<file path="src/rtl/fwd_hazard_unit_pkg.sv">
// rtl/fwd_hazard_unit_pkg.sv - shared widths, forward-select encoding and pipeline tag type
package fwd_hazard_unit_pkg;

   localparam int DEF_DATA_W   = 32;
   localparam int DEF_AW       = 5;
   localparam int DEF_N_SRC    = 2;
   localparam int DEF_MC_LAT_W = 4;

   typedef enum logic [2:0] {
      FWD_RF  = 3'd0,
      FWD_EX  = 3'd1,
      FWD_MEM = 3'd2,
      FWD_WB  = 3'd3,
      FWD_MC  = 3'd4
   } fwd_sel_e;

   // dst is sized by the default address width; narrower AW values are zero-extended into it
   typedef struct packed {
      logic              valid;
      logic [DEF_AW-1:0] dst;
      logic              wr_en;
      logic              is_load;
   } stage_tag_t;

endpackage

</file>
<file path="src/rtl/fwd_src_select.sv">
// rtl/fwd_src_select.sv - per-source match, priority and mux for one operand
module fwd_src_select
   import fwd_hazard_unit_pkg::*;
#(
   parameter int DATA_W   = DEF_DATA_W,
   parameter int AW       = DEF_AW,
   parameter int MC_LAT_W = DEF_MC_LAT_W
) (
   input  logic [AW-1:0]       src_i,
   input  logic                src_en_i,
   input  logic [DATA_W-1:0]   rf_data_i,
   input  stage_tag_t          tag_i [3],
   input  logic [DATA_W-1:0]   stage_data_i [3],
   input  logic [DATA_W-1:0]   mc_data_i,
   input  logic [MC_LAT_W-1:0] mc_cnt_i,
   input  logic [AW-1:0]       mc_dst_i,
   output logic [DATA_W-1:0]   fwd_data_o,
   output fwd_sel_e            fwd_sel_o,
   output logic                load_use_o,
   output logic                mc_wait_o
);

   logic       src_live;
   logic [2:0] hit;
   logic       mc_hit;

   assign src_live = src_en_i && (src_i != '0);
   assign mc_hit   = src_live && (mc_cnt_i != '0) && (mc_dst_i == src_i);

   always_comb begin
      hit = '0;
      for (int k = 0; k < 3; k++) begin
         hit[k] = src_live && tag_i[k].valid && tag_i[k].wr_en
                  && (tag_i[k].dst == DEF_AW'(src_i));
      end
   end

   // The multi-cycle result on its final cycle is the newest value of that register.
   always_comb begin
      fwd_sel_o  = FWD_RF;
      fwd_data_o = rf_data_i;
      if (mc_hit && (mc_cnt_i == MC_LAT_W'(1))) begin
         fwd_sel_o  = FWD_MC;
         fwd_data_o = mc_data_i;
      end else if (hit[0]) begin
         fwd_sel_o  = FWD_EX;
         fwd_data_o = stage_data_i[0];
      end else if (hit[1]) begin
         fwd_sel_o  = FWD_MEM;
         fwd_data_o = stage_data_i[1];
      end else if (hit[2]) begin
         fwd_sel_o  = FWD_WB;
         fwd_data_o = stage_data_i[2];
      end
   end

   assign load_use_o = hit[0] && tag_i[0].is_load;
   assign mc_wait_o  = mc_hit && (mc_cnt_i > MC_LAT_W'(1));

endmodule

</file>
<file path="src/rtl/fwd_hazard_unit.sv">
// rtl/fwd_hazard_unit.sv - operand forwarding and load-use / multi-cycle hazard stall unit
module fwd_hazard_unit
   import fwd_hazard_unit_pkg::*;
#(
   parameter int DATA_W   = DEF_DATA_W,
   parameter int AW       = DEF_AW,
   parameter int N_SRC    = DEF_N_SRC,
   parameter int MC_LAT_W = DEF_MC_LAT_W
) (
   input  logic                           clk,
   input  logic                           rst_n,
   input  logic                           id_valid,
   input  logic [N_SRC-1:0][AW-1:0]       id_src,
   input  logic [N_SRC-1:0]               id_src_en,
   input  logic [N_SRC-1:0][DATA_W-1:0]   id_rf_data,
   input  logic [AW-1:0]                  id_dst,
   input  logic                           id_wr_en,
   input  logic                           id_is_load,
   input  logic [MC_LAT_W-1:0]            id_mc_lat,
   input  logic [DATA_W-1:0]              ex_result,
   input  logic [DATA_W-1:0]              mem_result,
   input  logic [DATA_W-1:0]              wb_result,
   input  logic [DATA_W-1:0]              mc_result,
   input  logic                           flush,
   output logic [N_SRC-1:0][DATA_W-1:0]   fwd_data,
   output logic [N_SRC-1:0][2:0]          fwd_sel,
   output logic                           stall,
   output logic [15:0]                    stall_cnt
);

   stage_tag_t          tag_q [3];   // [0] EX, [1] MEM, [2] WB
   stage_tag_t          ex_d;
   logic [MC_LAT_W-1:0] mc_cnt_q, mc_cnt_d;
   logic [AW-1:0]       mc_dst_q, mc_dst_d;
   logic [15:0]         stall_cnt_q, stall_cnt_d;
   logic [DATA_W-1:0]   stage_data [3];
   logic [N_SRC-1:0]    load_use;
   logic [N_SRC-1:0]    mc_wait;
   logic                issue;

   assign stage_data[0] = ex_result;
   assign stage_data[1] = mem_result;
   assign stage_data[2] = wb_result;

   for (genvar i = 0; i < N_SRC; i++) begin : g_src
      fwd_sel_e sel;
      fwd_src_select #(
         .DATA_W   (DATA_W),
         .AW       (AW),
         .MC_LAT_W (MC_LAT_W)
      ) u_sel (
         .src_i        (id_src[i]),
         .src_en_i     (id_src_en[i]),
         .rf_data_i    (id_rf_data[i]),
         .tag_i        (tag_q),
         .stage_data_i (stage_data),
         .mc_data_i    (mc_result),
         .mc_cnt_i     (mc_cnt_q),
         .mc_dst_i     (mc_dst_q),
         .fwd_data_o   (fwd_data[i]),
         .fwd_sel_o    (sel),
         .load_use_o   (load_use[i]),
         .mc_wait_o    (mc_wait[i])
      );
      assign fwd_sel[i] = sel;
   end

   assign stall = id_valid && ((|load_use) || (|mc_wait)
                  || ((id_mc_lat != '0) && (mc_cnt_q != '0)));
   assign issue = id_valid && !stall && !flush;

   // Multi-cycle ops enter EX non-writing so only the mc path can ever forward them.
   always_comb begin
      ex_d         = '0;
      mc_cnt_d     = mc_cnt_q;
      mc_dst_d     = mc_dst_q;
      stall_cnt_d  = stall_cnt_q;
      if (issue) begin
         ex_d.valid   = 1'b1;
         ex_d.dst     = DEF_AW'(id_dst);
         ex_d.wr_en   = id_wr_en && (id_mc_lat == '0);
         ex_d.is_load = id_is_load;
      end
      if (issue && (id_mc_lat != '0)) begin
         mc_cnt_d = id_mc_lat;
         mc_dst_d = id_dst;
      end else if (mc_cnt_q != '0) begin
         mc_cnt_d = mc_cnt_q - MC_LAT_W'(1);
      end
      if (stall && (stall_cnt_q != 16'hFFFF)) begin
         stall_cnt_d = stall_cnt_q + 16'd1;
      end
   end

   always_ff @(posedge clk or negedge rst_n) begin
      if (!rst_n) begin
         for (int k = 0; k < 3; k++) tag_q[k] <= '0;
         mc_cnt_q    <= '0;
         mc_dst_q    <= '0;
         stall_cnt_q <= '0;
      end else begin
         tag_q[0]    <= ex_d;
         tag_q[1]    <= tag_q[0];
         tag_q[2]    <= tag_q[1];
         mc_cnt_q    <= mc_cnt_d;
         mc_dst_q    <= mc_dst_d;
         stall_cnt_q <= stall_cnt_d;
      end
   end

   assign stall_cnt = stall_cnt_q;

endmodule

</file>
<file path="config.mk">
export PLATFORM = sky130hd
export DESIGN_NAME = fwd_hazard_unit
export DESIGN_NICKNAME = d
export VERILOG_FILES = /design/src/rtl/fwd_hazard_unit_pkg.sv /design/src/rtl/fwd_src_select.sv /design/src/rtl/fwd_hazard_unit.sv
export SDC_FILE = /design/constraint.sdc
export NUM_CORES = 1
export LEC_CHECK = 0
export CAP_MARGIN = 20
export CORE_MARGIN = 10
export CORE_UTILIZATION = 45
export CTS_CLUSTER_DIAMETER = 100
export CTS_CLUSTER_SIZE = 14
export DETAILED_ROUTE_END_ITERATION = 7
export DONT_BUFFER_PORTS = 1
export PLACE_DENSITY = 0.64
export SLEW_MARGIN = 10
export SYNTH_ARGS = -nofsm -noshare
export SYNTH_HDL_FRONTEND = slang
export SYNTH_SLANG_ARGS = --single-unit
</file>
<file path="constraint.sdc">
create_clock -name clk -period 6.2 [get_ports clk]
set_input_delay 1.24 -clock clk [delete_from_list [all_inputs] [get_ports clk]]
set_output_delay 1.24 -clock clk [all_outputs]
set_load 0.02 [all_outputs]
</file>
* Yosys cells after proc, flatten, opt, wreduce, memory -nomap -nowiden
Cells that the tools add are included.
W data, S select, Z words.
** Storage, ports and cells
- Flip-flop bits (word level) :: 47
- Latch bits :: 0
- Memory bits (writable) :: 0
- Memory bits (read-only) :: 0
- Input bits :: 219
- Output and inout port bits :: 87
- Word-level logic and storage cells :: 94
- Memories kept :: 0
** Operators by class
- $add $sub $neg :: 2
- Multiply operators :: 0
- Div/mod/pow operators :: 0
- Magnitude comparators :: 1
- Eq/ne operators :: 10
- Shift-type cells :: 0
- Multiplexer cells :: 19
- Bitwise operators :: 0
- Reductions and logical operators :: 49
** Operator list (count)
- $mux W32 :: 8
- $eq A5 B5 Y1 :: 8
- $logic_and A1 B1 Y1 :: 37
- $mux W3 :: 6
- $add A16 B1 Y16 const B :: 1
- $ne A16 B16 Y1 const B :: 1
- $reduce_bool A5 Y1 :: 2
- $mux W4 :: 2
- $mux W8 :: 1
- $reduce_bool A4 Y1 :: 2
- $eq A4 B1 Y1 const B :: 1
- $gt A4 B1 Y1 const B :: 1
- $logic_not A4 Y1 :: 1
- $mux W2 :: 2
- $reduce_or A2 Y1 :: 2
- $sub A4 B1 Y4 const B :: 1
- $logic_not A1 Y1 :: 2
- $logic_or A1 B1 Y1 :: 2
- $reduce_bool A2 Y1 :: 1

* Depth between registers and ports, before layout
- Word-level depth :: 15
- Mapped depth :: 10
- Gate-level depth less buffers :: 8

* Cells and area by module
A second synthesis with hierarchy kept.
** Unflattened totals
- Cells, all modules :: 911
- Area, all modules :: 7166.9 um^2
** By module, submodules not included
- fwd_src_select :: times used 2, cells each 380, area each 2626.3 um^2, sequential area each 0.0 um^2
- fwd_hazard_unit :: times used 1, cells each 151, area each 1914.3 um^2, sequential area each 1226.2 um^2

* Worst setup path after synthesis
OpenSTA, ideal clock, no wires.
- Path kind :: input-to-output
- Start :: input id_src[3] (netlist name)
- End :: output fwd_data[10] (netlist name)
- Arrival time :: 3461 ps
- Required time :: 4960 ps
- Path slack :: 1499 ps
- Cell stages on the path :: 10
- Buffers on the path :: 3
- Cell sequence :: buf_2 or4_4 o21ai_2 nor4_1 buf_2 buf_1 mux2i_1 o21ai_0 mux2i_1 o21ai_0
** RTL lines
- from (decl) :: RTL line fwd_hazard_unit.sv:13 : input logic [N_SRC-1:0][AW-1:0] id_src,
- to (decl) :: RTL line fwd_hazard_unit.sv:25 : output logic [N_SRC-1:0][DATA_W-1:0] fwd_data,

==> run metrics <==
Buffers on Ports 0; GR Util All Layers 24.0%; worst rel slew slack about 42%; status completed; Post-Route WL 20700 um; H-tree lvl count 2; Worst-Skew Late Latency between 200 and 300 ps; Iter 0 DRT Violations 442; PwrDens 203 nW/um^2; Max Slew Vio Count 0; Multi-input gate area 3650 um^2; critical setup path kind primary input to primary output; CTS resizes 0; most frequent cells after synthesis nand2_1 (145), mux2i_1 (129), o21ai_0 (129), dfrtp_1 (47), xnor2_1 (38); Clock Root Buffer clkbuf_16; Setup Buffers After CTS 0; number of antenna violations at the first check in global routing 0; filler cell count in the final layout between 1000 and 1500; Max VDD drop 237 uV; Final Non-Filler Cells 770; Worst Min Path Start tag_q[9]$_DFF_PN0_; Syn Area/Cell 7.65 um^2; global-route wire length before repair 30600 um; Detail Route Antenna Nets 0; area share of the largest cell type after synthesis 25.5%; Area after DPL 5160 um^2; dominant cell type by area after synthesis mux2i_1; Worst Tran Pin Value 858 ps; GRT overflow 0; Area contributors post-synth mux2i_1 (26%), dfrtp_1 (23%), o21ai_0 (13%), nand2_1 (11%), xnor2_1 (6.6%); register area share after synthesis 23.3%; Detailed Place HPWL 17100 um; Reg clk slew, reported paths 60 ps; LEAKAGE 1.66 nW; largest net degree at the start of global routing between 40 and 50; worst setup path start id_src[5]; post-route clock period utilization 78.0%; Hold Crit Class flip-flop to flip-flop; DRT Pass-1 Iters 6; cts bufs inserted 5; I/O Pins a little over 300; critical path arrival between 3000 and 4000 ps; clk sinks 47; Hold Vio Cnt, Final 0; Die Wd roughly 130 um; Syn Inst Count 661; final net count 851; share of cells above drive strength 1 under 10%; starting density of the core 46.3%; EDFF count, synth 0; most common cell in the netlist nand2_1; Setup crit end kind primary output; die area 15900 um^2; Final TNS setup 0 ps; Max Freq 0.207 GHz; Synth Cell Area 5060 um^2; DR vias 4777; detailed-route DRC error count 0; Synth async-reset ratio between 90% and 100%; number of library cell types mapped by synthesis 41; Fin Clk Skew 4.42 ps; Core Region approximately 11000 um^2; vias in the first global route approximately 4800; clock buffer depth 2; CP Max Fanout 19; max capacitance violation total 0; Mapped Nets 883; FP Rows 38; wire per inst approximately 27 um; Die Y 126 um; fin crit period 4840 ps; setup violators final 0; fin area 5320 um^2; reg2reg start mc_cnt_q[0]$_DFFE_PN0P_; Hold-fix buffers, CTS 0; Inst Count DP 762; CP Launch Type primary input; CTS tree yes; Reg area 1180 um^2; Synth-to-Final Area Change 5.07%; Antenna diodes 0; #FFs+latches synth 47; gpl congestion 1.07; Main synth FF type dfrtp_1; Synthesis Warnings 0; RSZ-0062 raised after global routing false; Worst EP required 4960 ps; Vias per Instance 6.20
-- worst paths after layout --
kind	to	slack [ps]	cells past startpoint
min	tag_q[1]$_DFF_PN0_	380	0
min in group asynchronous	mc_cnt_q[0]$_DFFE_PN0P_	650	0
max reg2reg	stall_cnt[12]$_DFFE_PN0P_	3260	8
max in group asynchronous	tag_q[2]$_DFF_PN0_	5470	0
max	fwd_data[41]	1360	8
min reg2reg	tag_q[1]$_DFF_PN0_	380	0
-- sequential cells by signal, summed over array words and instances, names as in the netlist --
signal     count
mc_cnt_q       4
mc_dst_q       5
stall_cnt     16
tag_q         22
-- critical path, stage by stage --
cell and delay (ps):
or4_4 510, o21ai_2 270, nor4_2 100, buf_4 260, mux2i_1 150, o21ai_0 240, mux2i_1 140, o21ai_0 670
-- where the power goes --
| group | switching, mW | leakage, nW | internal (mW) |
|---|---|---|---|
| sequential | 0.111 | 0.620 | 0.367 |
| clock | 0.114 | 0.0772 | 0.161 |
| combinational | 0.181 | 0.962 | 0.147 |
| total | 0.406 | 1.66 | 0.676 |
-- metrics by stage --
step | power (mW) | worst slack (ps) | utilization (%) | hold WS [ps]
after detailed placement | 0.814 | 1370 | 47.2 | 363
after global placement | 0.805 | 1410 | 47.2 | 361
after CTS | 1.09 | 1370 | 48.6 | 379
after global routing | 1.15 | 1210 | 48.6 | 389
final | 1.08 | 1360 | 48.6 | 380
after floorplan | 0.737 | 1500 | - | 354
-- layout make-up --
cell class | instances | share of cell area, %
clock buffer | 6 | 2.61
clock inverter | 2 | 0.259
inverter | 8 | 0.565
multi-input combinational | 550 | 68.7
sequential | 47 | 22.1
tap | 140 | 3.30
timing repair buffer | 17 | 2.40
-- cell usage in the layout (no fill, tap or decap), types with 3 or more instances in the layout --
cell type,count
a21oi_1,5
and2_1,7
and3_1,5
buf_4,17
clkbuf_16,5
dfrtp_1,47
ha_1,3
inv_1,8
mux2_4,4
mux2i_1,129
nand2_1,145
nand3_1,4
nand4_1,12
nor2_1,16
nor3_1,3
nor4_2,7
o21ai_0,129
xnor2_1,38
xor2_1,17
-- metal layers --
metal / wire (um) / track usage (%) / part of all wire (%) / vias up
met5: 0 / 0 / 0 / -
met4: 385 / 4.76 / 1.9 / 0
met3: 2060 / 7.63 / 10 / 24
met2: 10700 / 43.5 / 52 / 272
met1: 7510 / 26.9 / 36 / 2250
li1: - / - / - / 2231
-- logic make-up after synthesis --
logic type / count (synthesis) / synth area share (%)
flops: 47 / 23.3
simple gates: 211 / 18.4
xor+xnor: 55 / 9.52
compound gates: 147 / 15.6
mux: 134 / 26.9
buf+inv: 64 / 5.57
fa+ha+maj: 3 / 0.742
Note: power is estimated with default switching activity, not from simulation.
